==> config.mk <==
export PLATFORM = sky130hd
export DESIGN_NAME = serial_subtractor
export DESIGN_NICKNAME = d
export VERILOG_FILES = /design/src/rtl/serial_subtractor_pkg.sv /design/src/rtl/serial_subtractor_full_subtractor.sv /design/src/rtl/serial_subtractor.sv
export SDC_FILE = /design/constraint.sdc
export NUM_CORES = 1
export LEC_CHECK = 0
export ABC_AREA = 1
export BUFFER_PORTS_ARGS = -buffer_cell sky130_fd_sc_hd__buf_2
export CORE_MARGIN = 2
export CORE_UTILIZATION = 35
export CTS_CLUSTER_DIAMETER = 120
export CTS_CLUSTER_SIZE = 10
export DETAILED_ROUTE_END_ITERATION = 8
export SKIP_CTS_REPAIR_TIMING = 1
export SLEW_MARGIN = 15
export SYNTH_ARGS = -nofsm -noshare
export SYNTH_HDL_FRONTEND = slang
export SYNTH_SLANG_ARGS = --single-unit
==> constraint.sdc <==
create_clock -name clk -period 1.5 [get_ports clk]
set_clock_uncertainty 0.05 [all_clocks]
set_input_delay 0.3 -clock clk [delete_from_list [all_inputs] [get_ports clk]]
set_output_delay 0.3 -clock clk [all_outputs]
set_load 0.01 [all_outputs]
==> src/rtl/serial_subtractor_pkg.sv <==
// Shared types for the bit-serial subtractor.
//   sub_state_t : FSM state encoding (IDLE, RUN, DONE)
package serial_subtractor_pkg;

  typedef enum logic [1:0] {
    IDLE = 2'd0,
    RUN  = 2'd1,
    DONE = 2'd2
  } sub_state_t;

endpackage

==> src/rtl/serial_subtractor_full_subtractor.sv <==
// Single-bit full subtractor cell: diff = a - b - bin.
//   a, b : operand bits
//   bin  : incoming borrow
//   diff : difference bit
//   bout : outgoing borrow
module full_subtractor (
  input  logic a,
  input  logic b,
  input  logic bin,
  output logic diff,
  output logic bout
);

  assign diff = a ^ b ^ bin;
  // Borrow when b exceeds a, or when they are equal and a borrow is pending.
  assign bout = (~a & b) | (~(a ^ b) & bin);

endmodule

==> src/rtl/serial_subtractor.sv <==
// Bit-serial two's-complement subtractor, LSB first, one bit per clock.
//   clk, reset       : clock and synchronous active-high reset
//   start, a, b      : start request and operands, sampled in IDLE
//   busy             : high while bits are being processed
//   done             : one-cycle pulse when results are updated
//   diff             : a - b modulo 2^WIDTH
//   borrow_out       : unsigned a < b
//   zero             : diff == 0
//   ovf              : signed overflow of a - b
module serial_subtractor
  import serial_subtractor_pkg::*;
#(
  parameter int unsigned WIDTH = 8
) (
  input  logic             clk,
  input  logic             reset,
  input  logic             start,
  input  logic [WIDTH-1:0] a,
  input  logic [WIDTH-1:0] b,
  output logic             busy,
  output logic             done,
  output logic [WIDTH-1:0] diff,
  output logic             borrow_out,
  output logic             zero,
  output logic             ovf
);

  localparam int unsigned CNT_W = $clog2(WIDTH + 1);
  localparam logic [CNT_W-1:0] LAST_BIT = CNT_W'(WIDTH - 1);

  sub_state_t       state;
  logic [WIDTH-1:0] a_sr;
  logic [WIDTH-1:0] b_sr;
  logic [WIDTH-1:0] res_sr;
  logic [CNT_W-1:0] cnt;
  logic             bw;
  logic             a_msb;
  logic             b_msb;

  logic             cell_d;
  logic             cell_b;
  logic [WIDTH-1:0] res_next;

  full_subtractor u_cell (
    .a    (a_sr[0]),
    .b    (b_sr[0]),
    .bin  (bw),
    .diff (cell_d),
    .bout (cell_b)
  );

  // Result register shifts right with the new bit entering at the MSB.
  assign res_next = (res_sr >> 1) | (WIDTH'(cell_d) << (WIDTH - 1));

  // FSM, datapath shift registers and registered outputs.
  always_ff @(posedge clk) begin
    if (reset) begin
      state      <= IDLE;
      a_sr       <= '0;
      b_sr       <= '0;
      res_sr     <= '0;
      cnt        <= '0;
      bw         <= 1'b0;
      a_msb      <= 1'b0;
      b_msb      <= 1'b0;
      busy       <= 1'b0;
      done       <= 1'b0;
      diff       <= '0;
      borrow_out <= 1'b0;
      zero       <= 1'b1;
      ovf        <= 1'b0;
    end else begin
      case (state)
        IDLE: begin
          done <= 1'b0;
          if (start) begin
            a_sr  <= a;
            b_sr  <= b;
            res_sr <= '0;
            cnt   <= '0;
            bw    <= 1'b0;
            a_msb <= a[WIDTH-1];
            b_msb <= b[WIDTH-1];
            busy  <= 1'b1;
            state <= RUN;
          end
        end
        RUN: begin
          res_sr <= res_next;
          a_sr   <= a_sr >> 1;
          b_sr   <= b_sr >> 1;
          bw     <= cell_b;
          cnt    <= cnt + CNT_W'(1);
          if (cnt == LAST_BIT) begin
            // The final bit's difference is the result MSB used for overflow.
            diff       <= res_next;
            borrow_out <= cell_b;
            zero       <= (res_next == '0);
            ovf        <= (a_msb ^ b_msb) & (a_msb ^ cell_d);
            busy       <= 1'b0;
            done       <= 1'b1;
            state      <= DONE;
          end
        end
        DONE: begin
          done  <= 1'b0;
          state <= IDLE;
        end
        default: begin
          busy  <= 1'b0;
          done  <= 1'b0;
          state <= IDLE;
        end
      endcase
    end
  end

endmodule
# Word level (Yosys, flattened, before mapping)
# Index checks and enable logic that the tools add are counted.
# op_classes
muxes,16
n_eq_ne,5
n_bitwise,13
n_reduce_logical,9
addsub,1
# ops
cell,count
$pmux W8 S2,3
$mux W8,3
$logic_not A8 Y1,1
$or A7 B8 Y8,1
$pmux W4 S2,1
$reduce_and A2 Y1,4
$add A4 B1 Y4 const B,1
$eq A4 B3 Y1 const B,1
$mux W2,2
$mux W4,1
$ne A2 B2 Y1 const B,2
$not A1 Y1,4
$pmux W2 S2,1
$xor A1 B1 Y1,4
$and A1 B1 Y1,3
$mux W1,3
$pmux W1 S3,1
$reduce_and A3 Y1,1
$eq A2 B1 Y1 const B,1
$eq A2 B2 Y1 const B,1
$logic_not A2 Y1,1
$pmux W1 S2,1
$reduce_bool A2 Y1,1
$reduce_or A2 Y1,1
$or A1 B1 Y1,1
# totals
out_inout_bits,13
ff_bits,46
inputBits,19

# Logic depth before layout (Yosys ltp)
# Gate-level depths: netlist of the first run.
# depth
ltp_word,5
depth_mapped,7
ltp_nobuf,7

# Modules after synthesis
# From an unflattened synthesis of the first run, not the netlist that was laid out.
# unflattened
cells_unflattened,223
hier_area_um2,1749.2
# modules_own_cells
mod,cells_per_inst,n_inst,seq_area_each_um2,area_each_um2
serial_subtractor,219,1,900.9,1717.9
full_subtractor,4,1,0.0,31.3

# Worst setup path before layout of the first run
# No wires, ideal clock.
# synth_path
path_type,reg-to-reg
start,reg b_sr[0]
end,reg zero
setup_time_ns,0.058
synth_period_minus_slack_ns,1.319
t_arrival_ns,1.211
n_path_buf,0
setup_slack_ns,0.181
stages_incl_launch_ff,8
cell_sequence,dfxtp_1 inv_1 fa_1 nor2_1 nand2_1 nor2_1 nand3_1 nand2_1
# synth_via
elab_chain_len,4
# synth_lines
item,line,text
from (decl),serial_subtractor.sv:33,logic [WIDTH-1:0] b_sr;
from (signal assigned),serial_subtractor.sv:91,b_sr <= b_sr >> 1;
$xor A1 B1 Y1 (2 in series),serial_subtractor_full_subtractor.sv:14,assign diff = a ^ b ^ bin;
net cell_d,serial_subtractor.sv:40,logic cell_d;
$or A7 B8 Y8,serial_subtractor.sv:53,assign res_next = (res_sr >> 1) | (WIDTH'(cell_d) << (WIDTH - 1));
$logic_not A8 Y1,serial_subtractor.sv:98,zero <= (res_next == '0);
to (signal assigned),serial_subtractor.sv:98,
to (decl),serial_subtractor.sv:24,"output logic zero,"
# The timed path passes the listed nets, and every way through them passes these cells.
# A chain may end at the register's enable or synchronous reset.

# Worst setup path after layout of the first run
# layout_path
start,reg a_sr[0]
end,reg ovf
# layout_via
elab_chain_len,4
# layout_lines
item,line,text
from (decl),serial_subtractor.sv:32,logic [WIDTH-1:0] a_sr;
from (signal assigned),serial_subtractor.sv:90,a_sr <= a_sr >> 1;
$xor A1 B1 Y1 (2 in series),serial_subtractor_full_subtractor.sv:14,
$xor A1 B1 Y1,serial_subtractor.sv:99,ovf <= (a_msb ^ b_msb) & (a_msb ^ cell_d);
$and A1 B1 Y1,serial_subtractor.sv:99,
to (signal assigned),serial_subtractor.sv:99,
to (decl),serial_subtractor.sv:25,output logic ovf
# Every way passes these cells.

==> impl_results.md, run 1 <==
- Synth Area in XOR/XNOR: 0%
- Cell chosen for the clock root: clkbuf_8
- Drt pass-1 iters: 4
- Syn_area_per_cell: 6.999 um2
- Drt first-iter violations: 72
- Number of global-route vias before repair: 1710
- Met3 wire length: 194 um
- Clock Sink Count: 45
- Routed length per instance: 10.87 um
- Synth warn: 0
- Ant diodes: 0
- Commonest cells in the netlist: nand2_1, nor2_1, dfxtp_1
- FFs w/ async S/R, synth: 0%
- DR top layer: met4
- Ys flop type: dfxtp_1
- Post-synth EDFFs: 0
- CORE AREA: 5473 um2
- Register area: 904.6 um2
- DIE HEIGHT: 79.23 um
- Final setup violation count: 0
- Post-synthesis mux area share: 0%
- Detailed Route WL: 4281 um
- Worst Hold Class: primary input to flip-flop
- Area leader, netlist: dfxtp_1
- DRC: 0
- Pre-CTS setup slack: 0.07225 ns
- Min cycle time layout: 1.356 ns
- Via count: 1807
- Layout area overhead: 21.42%
- Layout cells sized above 1: 18.63%
- Largest family of logic cells by synthesized area: simple AND/OR/NAND/NOR gates
- Clock slew at reported path FFs: 0.09 ns
- Peak Freq: 0.7374 GHz
- Status: finished clean
- Static leakage: 1.097 nW
- Area fraction in and, or, nand and nor cells after synthesis: 37.14%
- Gpl congestion: 0.7388
- Crit path kind: flip-flop to flip-flop
- Post-synthesis adder-cell area fraction: 2.653%
- First-pass GRT wire length: 7693 um
- Initial antenna violation count: 0
- Worst-Skew Late Latency: 0.30 ns
- Width of the die: 79.23 um
- Final #Nets: 343
- Final hold vios: 0
- Area fraction of the dominant cell type after synthesis: 45.48%
- Slew Viols, Final: 0
- Fin cells: 394
- H-tree depth: 2
- Grt total ovfl: 0
- Min Hold Slack: 0.2396 ns
- Slew at the pin with the worst max-slew slack: 0.2516 ns
- DR vias/cell: 4.586
- Worst path required time: 1.65 ns
- Critical path peak fanout: 3
- Boundary pin count: 32
- Top cells by area, synth: dfxtp_1, nand2_1, nor2_1
- Layout fillers: 605
- Met2 routed WL: 1959 um
- Synth cell types: 21
- CTS Buf Count: 5
- Post-route ant nets: 0
- Worst setup slack after layout: 0.1438 ns
- WL met1: 2080 um
- Max cap viols: 0
- Hpwl dp: 3050 um
- Pwr per Cell Area: 1090 nW/um2
- Global-route usage over all layers: 15.60%
- CP arrival: 1.51 ns
- Setup TNS: 0 ns
- Startpoint Class: flip-flop
- PortBufs: 31
- Row count: 27
- Largest net degree at the start of global routing: 30
- Final period utilization: 90.41%
- Count leader, synth: nand2_1
- Register bit total from synthesis: 45
- Initial core utilization: 36.19%
- CTS Buffer Depth: 2
- CTS tree: built
- Area of the multi-input gates: 913.4 um2
- Synth Cell Area: 1981 um2
- Synth Area in Compound Gates: 5.938%
- Sequential share of the synthesized area: 45.48%
- Slew margin rel.: 83.17%
- Syn nets: 305
- Die area: 6277 um2
- Setup crit end kind: flip-flop
- Inst Count DP: 386
- Synth Instances: 283
- Peak supply drop: 0.4692 mV
- RSZ-0062 raised after global routing: no
## stage by stage
stage,power (W),utilization [%],instance area [um2]
floorplan,0.001473,-,1981
global placement,0.001558,41.29,2260
detailed placement,0.001564,41.29,2260
CTS,0.002648,43.74,2394
global route,0.002750,43.94,2405
finish,0.002620,43.94,2405
## cell families after synthesis
family | count (synthesis)
fa+ha+maj | 3
buf+inv | 40
simple gates | 174
compound gates | 21
flops | 45
## worst max-delay path, stage by stage (launching register included)
cell	delay [ns]
dfxtp_2	0.34
inv_1	0.06
fa_1	0.48
nand3_1	0.10
o21ai_0	0.07
nor2_1	0.10
nor2_1	0.06
## final cells by class
cell class              count  share of cell area, %
multi-input cells         198                  37.98
flip-flops and latches     45                  37.62
repair buffers             43                  10.72
inverters                  28                  4.370
well taps                  72                  3.746
clock buffers               5                  2.862
clock inverters             3                  2.706
## metal layers
metal,GRT usage (%),vias up
met5,0,-
met4,4.828,0
met3,3.295,5
met2,26.69,39
met1,19.61,806
li1,-,957
## path summary, 6_finish.rpt
check,from,endpoint,slack [ns],depth (start not counted)
hold / removal,a[7],a_sr[7],0.24,3
hold reg to reg,b_sr[2],b_sr[1],0.41,2
setup reg to reg,a_sr[0],ovf,0.14,6
setup / recovery,a_sr[0],ovf,0.14,6
## where the power goes
part	internal [W]	total [W]	switching (W)	leakage, nW
sequential	0.00124	0.00126	0.0000238	0.367
combinational	0.000107	0.000275	0.000169	0.662
clock	0.000662	0.00109	0.000423	0.0681
## registers in the layout, indices dropped and copies added, names as in the netlist
name,cells
zero,1
busy,1
cnt,4
state,2
a_sr,8
res_sr,7
ovf,1
done,1
bw,1
borrow_out,1
a_msb,1
b_sr,8
diff,8
b_msb,1
## cells in the final DEF (no fill, tap or decap)
master      n
o21a_1      1
nor2_2      1
nand3b_1    5
ha_1        1
nor2_1     61
nand2_4     1
dfxtp_2     3
nand2_1    69
buf_12      1
clkbuf_8    5
a21oi_1     6
dfxtp_1    42
o21ai_1     1
buf_2      31
nor2_4      2
clkinv_2    1
fa_1        2
o21ai_0     5
buf_4      11
nand3_1    33
inv_1      28
nand2_2     2
o22ai_1     8
bufinv_16   2
Power figures use the tool's default switching activity.
==> run 2: changes to the inputs <==
--- a/config.mk
+++ b/config.mk
@@ -7,6 +7,7 @@
 export LEC_CHECK = 0
 export ABC_AREA = 1
 export BUFFER_PORTS_ARGS = -buffer_cell sky130_fd_sc_hd__buf_2
+export CORE_ASPECT_RATIO = 1.5
 export CORE_MARGIN = 2
 export CORE_UTILIZATION = 35
 export CTS_CLUSTER_DIAMETER = 120
==> impl_results.md, run 2 (synthesized netlist as in run 1, its figures left out) <==
- Detailed Route WL: 4347 um (+1.5%)
- Worst setup slack after layout: 0.1108 ns (-0.03305 ns)
- Initial antenna violation count: 0 (unchanged)
- DR vias/cell: 4.606 (+0.43%)
- CTS tree: built
- Static leakage: 1.083 nW (-1.3%)
- Startpoint Class: flip-flop
- DRC: 0 (unchanged)
- Number of global-route vias before repair: 1781 (+4.2%)
- Min cycle time layout: 1.389 ns (+0.03305 ns)
- Die area: 6289 um2 (+0.20%)
- Crit path kind: flip-flop to flip-flop
- Largest regs: a_sr x8, b_sr x8, diff x8
- DIE HEIGHT: 96.14 um (+21%)
- RSZ-0062 raised after global routing: yes
- Most frequent cells in the layout: nand2_1, nor2_1, dfxtp_1
- Fin cells: 391 (-0.76%)
- Hpwl dp: 3194 um (+4.7%)
- Setup crit end kind: flip-flop
- PortBufs: 31 (unchanged)
- Final hold vios: 0 (unchanged)
- Max cap viols: 0 (unchanged)
- Slew at the pin with the worst max-slew slack: 0.2500 ns (-0.001584 ns)
- Grt total ovfl: 0 (unchanged)
- Final setup violation count: 0 (unchanged)
- Worst path required time: 1.70 ns (+0.05 ns)
- Placement Cell Area: 2257 um2 (-0.11%)
- Global-route usage over all layers: 16.21% (+0.62 points)
- Worst-Skew Late Latency: 0.30 ns (about the same)
- Inst Count DP: 384 (-0.52%)
- Peak Freq: 0.7198 GHz (-2.4%)
- Boundary pin count: 32 (unchanged)
- Initial core utilization: 36.34% (+0.15 points)
- Clock Sink Count: 45 (unchanged)
- Largest net degree at the start of global routing: 30 (unchanged)
- Layout area overhead: 19.77%
- H-tree depth: 2 (unchanged)
- CTS Buf Count: 5 (unchanged)
- Critical path peak fanout: 2 (-1)
- Min Hold Slack: 0.2039 ns (-0.03575 ns)
- CP arrival: 1.59 ns (+0.08 ns)
- First-pass GRT wire length: 7948 um (+3.3%)
- Status: finished clean
- Width of the die: 65.42 um (-17%)
- Post-route ant nets: 0 (unchanged)
- Final #Nets: 343 (unchanged)
- Ant diodes: 0 (unchanged)
- Final period utilization: 92.62% (+2.2 points)
- Pwr per Cell Area: 1021 nW/um2 (-6.3%)
- Via count: 1801 (-0.33%)
- Cell chosen for the clock root: clkbuf_8
- CTS Buffer Depth: 2 (unchanged)
- Worst Hold Class: primary input to flip-flop
- Leading cell type in the layout, fill and taps excluded: nand2_1
- Slew margin rel.: 83.28% (+0.11 points)
- Layout cells sized above 1: 18.38% (-0.25 points)
- Slew Viols, Final: 0 (unchanged)
- Pre-CTS setup slack: 0.09402 ns (+0.02177 ns)
- Design area: 2372 um2 (-1.4%)
- Peak supply drop: 0.6965 mV (+48%)
- Drt first-iter violations: 78 (+8.3%)
- Gpl congestion: 0.8108 (+9.7%)
- CORE AREA: 5450 um2 (-0.41%)
- Row count: 33 (+22%)
- Setup TNS: 0 ns (unchanged)
- Clock slew at reported path FFs: 0.08 ns (about the same)
- Routed length per instance: 11.12 um (+2.3%)
- Drt pass-1 iters: 4 (unchanged)
[run 2: cell count changes in the layout (fill, tap and decap cells not counted)]
cell	before	now
nor2_2	1	3
buf_4	11	10
buf_6	0	1
bufinv_16	2	1
dfxtp_1	42	43
dfxtp_2	3	2
nor2_1	61	60
nor2_4	2	1
[run 2: metal layers]
layer	global-route usage [%]	wire, um
met1	18.15	1842
met2	30.44	2276
met3	3.626	180
met4	4.340	48
met5	0	0
[run 2: final cells by class]
class | instances | area (um2)
Inverter | 28 | 105.1
Clock buffer | 5 | 68.82
Timing Repair Buffer | 43 | 261.5
Multi-Input combinational cell | 198 | 910.9
Tap cell | 70 | 87.58
Sequential cell | 45 | 903.4
Clock inverter | 2 | 35.03
Fill cell | 623 | 3078
[run 2: worst max-delay path, stage by stage (launching register included)]
cell	delay, ns
dfxtp_2	0.34
inv_1	0.07
fa_1	0.50
nor2_2	0.13
nand2_1	0.05
nor2_1	0.07
nand3_1	0.07
nand2_1	0.05
[run 2: worst paths after layout]
kind | from | end | slack (ns) | cells past startpoint
worst min register to register | b_sr[2] | b_sr[1] | 0.41 | 2
worst max register to register | b_sr[0] | zero | 0.11 | 7
worst max-delay path | b_sr[0] | zero | 0.11 | 7
worst min-delay path | reset | a_msb | 0.20 | 2
[run 2: power by group]
part	leakage, nW	internal [W]	switching, W	total (W)
sequential	0.367	0.00124	0.0000255	0.00126
combinational	0.662	0.000109	0.000167	0.000276
clock	0.0540	0.000484	0.000400	0.000885
[run 2: through the flow]
step,total power (W),utilization [%]
2_1_floorplan,0.001473,-
3_3_place_gp,0.001559,41.41
3_5_place_dp,0.001565,41.41
4_1_cts,0.002452,43.32
5_1_grt,0.002557,43.53
6_report,0.002421,43.53
==> run 3: changes to the inputs <==
--- a/config.mk
+++ b/config.mk
@@ -8,11 +8,12 @@
 export ABC_AREA = 1
 export BUFFER_PORTS_ARGS = -buffer_cell sky130_fd_sc_hd__buf_2
 export CORE_ASPECT_RATIO = 1.5
-export CORE_MARGIN = 2
+export CORE_MARGIN = 3
 export CORE_UTILIZATION = 35
 export CTS_CLUSTER_DIAMETER = 120
 export CTS_CLUSTER_SIZE = 10
 export DETAILED_ROUTE_END_ITERATION = 8
+export PLACE_DENSITY_LB_ADDON = 0.15
 export SKIP_CTS_REPAIR_TIMING = 1
 export SLEW_MARGIN = 15
 export SYNTH_ARGS = -nofsm -noshare
==> impl_results.md, run 3 (synthesized netlist as in run 1, its figures left out) <==
- Status: finished clean
- Largest regs: a_sr x8, b_sr x8, diff x8
- CORE AREA: 5325 um2 (-2.3%)
- Number of global-route vias before repair: 1787 (+0.34%)
- CTS Buf Count: 5 (unchanged)
- Drt first-iter violations: 89 (+14%)
- Width of the die: 67.42 um (+3.1%)
- Static leakage: 1.079 nW (-0.36%)
- Most frequent cells in the layout: nand2_1, nor2_1, dfxtp_1
- Final #Nets: 345 (+0.58%)
- Grt total ovfl: 0 (unchanged)
- Slew at the pin with the worst max-slew slack: 0.2304 ns (-0.01960 ns)
- DRC: 0 (unchanged)
- Worst Hold Class: primary input to flip-flop
- Cell chosen for the clock root: clkbuf_8
- First-pass GRT wire length: 7907 um (-0.52%)
- H-tree depth: 2 (unchanged)
- Setup TNS: 0 ns (unchanged)
- Row count: 32 (-3.0%)
- Layout area overhead: 20.09%
- DR vias/cell: 4.658 (+1.1%)
- Inst Count DP: 383 (-0.26%)
- Startpoint Class: flip-flop
- RSZ-0062 raised after global routing: no
- Initial core utilization: 37.19% (+0.85 points)
- Gpl congestion: 0.7762 (-4.3%)
- Leading cell type in the layout, fill and taps excluded: nand2_1
- Worst-Skew Late Latency: 0.30 ns (about the same)
- Setup crit end kind: flip-flop
- Routed length per instance: 11.31 um (+1.7%)
- Worst path required time: 1.66 ns (-0.04 ns)
- Final setup violation count: 0 (unchanged)
- Clock Sink Count: 45 (unchanged)
- Boundary pin count: 32 (unchanged)
- Pwr per Cell Area: 966.2 nW/um2 (-5.3%)
- PortBufs: 31 (unchanged)
- Final hold vios: 0 (unchanged)
- Die area: 6616 um2 (+5.2%)
- Crit path kind: flip-flop to flip-flop
- Slew margin rel.: 84.63% (+1.4 points)
- Slew Viols, Final: 0 (unchanged)
- Peak supply drop: 0.5586 mV (-20%)
- Largest net degree at the start of global routing: 27 (-10%)
- Clock slew at reported path FFs: 0.09 ns (about the same)
- Min cycle time layout: 1.405 ns (+0.01537 ns)
- Global-route usage over all layers: 15.36% (-0.85 points)
- Fin cells: 392 (+0.26%)
- Max cap viols: 0 (unchanged)
- Peak Freq: 0.7119 GHz (-1.1%)
- CTS tree: built
- Worst setup slack after layout: 0.09539 ns (-0.01537 ns)
- Final period utilization: 93.64% (+1.0 points)
- Detailed Route WL: 4433 um (+2.0%)
- Via count: 1826 (+1.4%)
- Initial antenna violation count: 0 (unchanged)
- CP arrival: 1.56 ns (-0.03 ns)
- Drt pass-1 iters: 4 (unchanged)
- Pre-CTS setup slack: 0.1012 ns (+0.007192 ns)
- Ant diodes: 0 (unchanged)
- Hpwl dp: 3223 um (+0.90%)
- DIE HEIGHT: 98.14 um (+2.1%)
- Critical path peak fanout: 3 (+1)
- Layout cells sized above 1: 18.83% (+0.45 points)
- CTS Buffer Depth: 2 (unchanged)
- Post-route ant nets: 0 (unchanged)
run 3: area by class of cell:
| type | count | area (um2) |
|---|---|---|
| Inverter | 28 | 105.1 |
| Clock buffer | 6 | 72.57 |
| Tap cell | 68 | 85.08 |
| Timing Repair Buffer | 45 | 289.0 |
| Multi-Input combinational cell | 198 | 908.4 |
| Fill cell | 569 | 2947 |
| Clock inverter | 2 | 15.01 |
| Sequential cell | 45 | 903.4 |
run 3: worst max-delay path, cell delays in order, from the launching register on:
cell and delay [ns]:
dfxtp_2 0.33, buf_4 0.13, fa_1 0.48, nand3_1 0.10
o21ai_0 0.08, nor2_1 0.09, nor2_1 0.05
run 3: path summary, 6_finish.rpt:
check,from,endpoint,slack (ns),cells past startpoint
setup / recovery,b_sr[0],ovf,0.1,6
hold / removal,reset,a_sr[6],0.18,2
setup reg to reg,b_sr[0],ovf,0.1,6
hold reg to reg,b_sr[2],b_sr[1],0.41,2
run 3: layer usage:
metal	global-route usage [%]	wire, um
met2	26.67	2293
met1	17.37	1884
met3	4.143	197
met4	5.781	58
met5	0	0
run 3: stage by stage:
step	util (%)	total power, W	instance area [um2]	hold slack [ns]
3_3_place_gp	42.72	0.001572	2275	0.3967
6_report	44.67	0.002298	2379	0.1754
2_1_floorplan	-	0.001473	1981	0.3191
3_5_place_dp	42.72	0.001574	2275	0.3999
4_1_cts	44.36	0.002328	2362	0.1653
5_1_grt	44.67	0.002406	2379	0.1821
run 3: report_power, final:
group,internal (W),switching [W]
Sequential,0.00124,0.0000242
Combinational,0.000116,0.000170
Clock,0.000329,0.000425
Total,0.00168,0.000618
